`config.mk`:
```
export PLATFORM = sky130hd
export DESIGN_NAME = speed_tick_sel
export DESIGN_NICKNAME = d
export VERILOG_FILES = /design/src/rtl/speed_tick_pkg.sv /design/src/rtl/speed_tick_sel_sync2.sv /design/src/rtl/speed_tick_sel.sv
export SDC_FILE = /design/constraint.sdc
export NUM_CORES = 1
export LEC_CHECK = 0
export CORE_MARGIN = 5
export CORE_UTILIZATION = 49
export DETAILED_ROUTE_END_ITERATION = 10
export PLACE_DENSITY = 0.67
export SYNTH_ARGS = -nofsm -noshare
export SYNTH_HDL_FRONTEND = slang
export SYNTH_SLANG_ARGS = --single-unit
```
`constraint.sdc`:
```
create_clock -name clk -period 5.4 [get_ports clk]
set_clock_uncertainty 0.1 [all_clocks]
set_input_delay 0.81 -clock clk [delete_from_list [all_inputs] [get_ports clk]]
set_output_delay 0.81 -clock clk [all_outputs]
set_load 0.01 [all_outputs]
```
`src/rtl/speed_tick_pkg.sv`:
```
// Shared helpers for the speed tick selector: rate divisors, select clamping,
// parameter sanity check and the run/pause mode encoding.
package speed_tick_pkg;

  // Run/pause mode, decoded straight from the synchronised run switch.
  typedef enum logic {
    PAUSE = 1'b0,
    RUN   = 1'b1
  } mode_e;

  // Divisor of speed k: each step halves the tick period.
  function automatic int unsigned div_of(input int unsigned base, input int unsigned k);
    return base >> k;
  endfunction

  // Out-of-range selects fall back to the fastest rate.
  function automatic int unsigned clamp_sel(input int unsigned sel, input int unsigned n);
    return (sel >= n) ? (n - 1) : sel;
  endfunction

  // The fastest rate must still divide by at least 2 so tick cannot stick high.
  function automatic bit range_ok(input int unsigned base, input int unsigned n);
    return (n >= 2) && ((base >> (n - 1)) >= 2);
  endfunction

endpackage

```
`src/rtl/speed_tick_sel_sync2.sv`:
```
// Two-flop synchroniser for asynchronous switch inputs, cleared by reset.
module sync2 #(
  parameter int WIDTH = 1
) (
  input  logic             clk,
  input  logic             rst,
  input  logic [WIDTH-1:0] d,
  output logic [WIDTH-1:0] q
);

  logic [WIDTH-1:0] r_s1;
  logic [WIDTH-1:0] r_s2;

  // Shift the raw input through two flops to settle metastability.
  always_ff @(posedge clk) begin
    if (rst) begin
      r_s1 <= '0;
      r_s2 <= '0;
    end else begin
      r_s1 <= d;
      r_s2 <= r_s1;
    end
  end

  assign q = r_s2;

endmodule

```
`src/rtl/speed_tick_sel.sv`:
```
// Single-clock rate selector: divides clk by one of N_SPEEDS rates and emits a
// one-cycle tick plus a 50% square wave. Rate changes land only on a period
// boundary while running; a paused re-select restarts a full period.
module speed_tick_sel #(
  parameter int N_SPEEDS = 4,
  parameter int BASE_DIV = 50_000_000,
  parameter int SEL_W    = $clog2(N_SPEEDS),
  parameter int CNT_W    = $clog2(BASE_DIV)
) (
  input  logic             clk,
  input  logic             rst,
  input  logic [SEL_W-1:0] sw,
  input  logic             en,
  output logic             tick,
  output logic             wave,
  output logic [SEL_W-1:0] active_sel,
  output logic             running
);

  import speed_tick_pkg::*;

  if (!range_ok(BASE_DIV, N_SPEEDS)) begin : g_bad_params
    $error("speed_tick_sel: N_SPEEDS must be >= 2 and BASE_DIV >> (N_SPEEDS-1) >= 2");
  end

  logic [SEL_W-1:0] w_sw_s;
  logic [SEL_W-1:0] w_sel_c;
  logic             w_run;
  mode_e            w_mode;
  logic [CNT_W-1:0] w_reload;

  logic [CNT_W-1:0] r_cnt;
  logic             r_tick;
  logic             r_wave;
  logic [SEL_W-1:0] r_active;

  logic [CNT_W-1:0] w_cnt_nxt;
  logic             w_tick_nxt;
  logic             w_wave_nxt;
  logic [SEL_W-1:0] w_active_nxt;

  sync2 #(.WIDTH(SEL_W)) u_sync_sw (
    .clk (clk),
    .rst (rst),
    .d   (sw),
    .q   (w_sw_s)
  );

  sync2 #(.WIDTH(1)) u_sync_en (
    .clk (clk),
    .rst (rst),
    .d   (en),
    .q   (w_run)
  );

  assign w_mode   = w_run ? RUN : PAUSE;
  assign w_sel_c  = SEL_W'(clamp_sel(32'(w_sw_s), N_SPEEDS));
  assign w_reload = CNT_W'(div_of(BASE_DIV, 32'(w_sel_c)) - 1);

  // Next counter/output values: reload at terminal count, otherwise count down
  // while running; while paused only a changed select reloads.
  always_comb begin
    w_cnt_nxt    = r_cnt;
    w_tick_nxt   = 1'b0;
    w_wave_nxt   = r_wave;
    w_active_nxt = r_active;
    case (w_mode)
      RUN: begin
        if (r_cnt == '0) begin
          w_tick_nxt   = 1'b1;
          w_wave_nxt   = ~r_wave;
          w_active_nxt = w_sel_c;
          w_cnt_nxt    = w_reload;
        end else begin
          w_cnt_nxt = r_cnt - CNT_W'(1);
        end
      end
      PAUSE: begin
        if (w_sel_c != r_active) begin
          w_active_nxt = w_sel_c;
          w_cnt_nxt    = w_reload;
        end
      end
      default: ;
    endcase
  end

  // Register counter and outputs; reset restarts at speed 0 with a full period.
  always_ff @(posedge clk) begin
    if (rst) begin
      r_cnt    <= CNT_W'(div_of(BASE_DIV, 0) - 1);
      r_tick   <= 1'b0;
      r_wave   <= 1'b0;
      r_active <= '0;
    end else begin
      r_cnt    <= w_cnt_nxt;
      r_tick   <= w_tick_nxt;
      r_wave   <= w_wave_nxt;
      r_active <= w_active_nxt;
    end
  end

  assign tick       = r_tick;
  assign wave       = r_wave;
  assign active_sel = r_active;
  assign running    = w_run;

endmodule

```
==> run metrics <==
status=completed; Yosys top cell by area=dfxtp_1; final setup fails=0; CTS max path bufs=2; max incr delay on CP=0.53 ns; class of the worst hold path=reg2reg; Placeable Area=approximately 4000 um2; synthesized area=2010 um2; crit path launch type=flip-flop; switch share=0.255; worst path cell trace=inv_1, ha_1, nor3b_1, nand4_1, o21ai_1, buf_4, o21ai_0, a211o_1; Post-Layout Cell Count=around 300; DIE AREA=5470 um2; Yosys warning count=0; Gate power share=0.113; DPL Wire Length=between 3000 and 4000 um; share of cells above drive strength 1=0.0847; Worst Path Buf+Inv=2; global route total overflow=0; max cap viols=0; list of most frequent post-synthesis cells=dfxtp_1, nor2_1, nand2_1, nor3_1, a21oi_1; DRT iter0 DRCs=177; CTS buffer count=5; Seq/Total Area, Yosys=0.359; DRC=0; site row count=23; period utilization=0.551; Max VDD drop=0.171 mV; Seq pwr share=0.477; Crit path required time=5.49 ns; Final ANT Viol Nets=0; post-CTS setup buffers=0; critical path peak fanout=16; critical path class=reg2reg; clk slew on worst S/H paths=roughly 0.07 ns; initial antenna violation count=0; Post-Syn Instances=241; most common flop cell mapped by yosys=dfxtp_1; GRT Total Usage=0.201; cell family with most CP delay=compound AO/OA/AOI/OAI gates; Register Area=slightly above 700 um2; total negative slack=0 ns; highest-delay cell along the critical path=nor3b_1; Die Span Y=approximately 74 um; CTS tree=done; cell-internal power=0.476 mW; worst-skew pair later-pin latency=0.29 ns; Root Driver=clkbuf_8; via count=1855; GP Congestion=0.915; Post-synth EDFFs=0; FMAX=336 MHz; Die W=between 70 and 80 um; crit path DAT=3.07 ns; PD cells=286 nW/um2; WL per Instance=16.9 um; area taken by multi-input logic gates=1180 um2; I/O pin cnt=10; largest net degree at the start of global routing=26; Vias/cell=6.22; Setup Slack @ Placement=2.37 ns; setup ws final=roughly 2.4 ns; share of the synthesized area in the top cell type=0.359; Max Slew Vio Count=0; fillers=380; Total Nets Final=254; syn_nets=roughly 250; hold-fix buffers at CTS=0; Final min period=~3.0 ns; placed cell count=290; port bufs=9; top cells by area, synth=dfxtp_1, nor2_1, nor3_1; top-count cell post-synth=dfxtp_1; post-cts resize count=0; First-pass DRT Iterations=5; CP endpoint kind=flip-flop; RSZ-0062 raised after global routing=no; htree depth=2; total inserted antenna cells=0; first-pass GRT wire length=8350 um; Sink Count=36; Leak=0.735 nW; clock share of power=0.410; Max-slew headroom=0.324; initial core utilization=0.505; Synth cell types=53; Routed WL=5030 um; syn avg cell area=8.32 um2; Final Hold Fails=0; worst slew pin tran=1.01 ns; FFs w/ async S/R, synth=0; FF+latch count, synth=36; vias in the first global route=1656; Syn-to-layout area delta=11.4%; P_sw=0.163 mW
metal layers:
metal	vias to the layer above	track usage	share of wire
li1	909	-	-
met1	858	0.287	0.47
met2	76	0.291	0.44
met3	12	0.0432	0.060
met4	0	0.0905	0.024
met5	-	0	0
final timing paths:
path	startpoint	endpoint	slack (ns)	cells past startpoint
worst max-delay path	r_cnt[0]	r_cnt[21]	2.42	8
worst min-delay path	u_sync_sw.r_s1[1]	u_sync_sw.q[1]	0.34	1
worst max register to register	r_cnt[0]	r_cnt[21]	2.42	8
worst min register to register	u_sync_sw.r_s1[1]	u_sync_sw.q[1]	0.34	1
stage by stage:
stage          area (um2)  utilization  power, mW  hold WS, ns
2_1_floorplan        2010            -      0.361        0.314
3_3_place_gp         2110        0.531      0.381        0.317
3_5_place_dp         2110        0.531      0.382        0.327
4_1_cts              2230        0.562      0.642        0.345
5_1_grt              2230        0.562      0.665        0.362
6_report             2230        0.562      0.639        0.339
power by group through the flow:
stage	logic (mW)	clock network (mW)	registers (mW)
CTS	0.0719	0.266	0.304
global placement	0.0708	0	0.310
detailed placement	0.0715	0	0.310
finish	0.0724	0.262	0.305
floorplan	0.0608	0	0.300
global route	0.0808	0.276	0.307
cells in the final DEF, fill, tap and decap left out, drive strengths merged, types with 5 or more instances in the layout:
cell type,netlist,layout
nor4,13,13
o21ai,10,10
a21oi,14,14
nor2,24,24
inv,7,7
a211o,5,5
a211oi,5,5
nor3,15,15
or4,5,5
clkbuf,9,7
clkdlybuf4s50,0,9
nand2,20,20
o31ai,5,5
nor2b,8,8
xnor2,8,8
dfxtp,36,36
worst reg2reg max path, cell delays in order (launching register included):
cell and delay [ns]:
dfxtp_1 0.36, inv_1 0.10, ha_1 0.24, nor3b_1 0.53
nand4_1 0.31, o21ai_1 0.49, buf_4 0.32, o21ai_0 0.12
a211o_1 0.31
final cells by class:
class | instances | area share
clock buffer | 7 | 0.0431
clock inverter | 1 | 0.0134
inverter | 7 | 0.0118
multi-input combinational | 185 | 0.531
sequential | 36 | 0.323
tap | 50 | 0.0280
timing repair buffer | 12 | 0.0504
registers in the layout, indices dropped and copies added (netlist names):
| name | cells |
|---|---|
| u_sync_en.q | 1 |
| active_sel | 2 |
| u_sync_en.r_s1 | 1 |
| wave | 1 |
| u_sync_sw.r_s1 | 2 |
| u_sync_sw.q | 2 |
| tick | 1 |
| r_cnt | 26 |
logic make-up (layout without fill, tap and decap cells):
kind of cell,after synthesis,count (layout),synth area share
buf+inv,20,27,0.0499
fa+ha+maj,2,2,0.0125
compound gates,60,60,0.205
flops,36,36,0.359
simple gates,108,108,0.306
xor+xnor,12,12,0.0524
mux,3,3,0.0150
No activity file was read; power rests on OpenSTA's default activity.
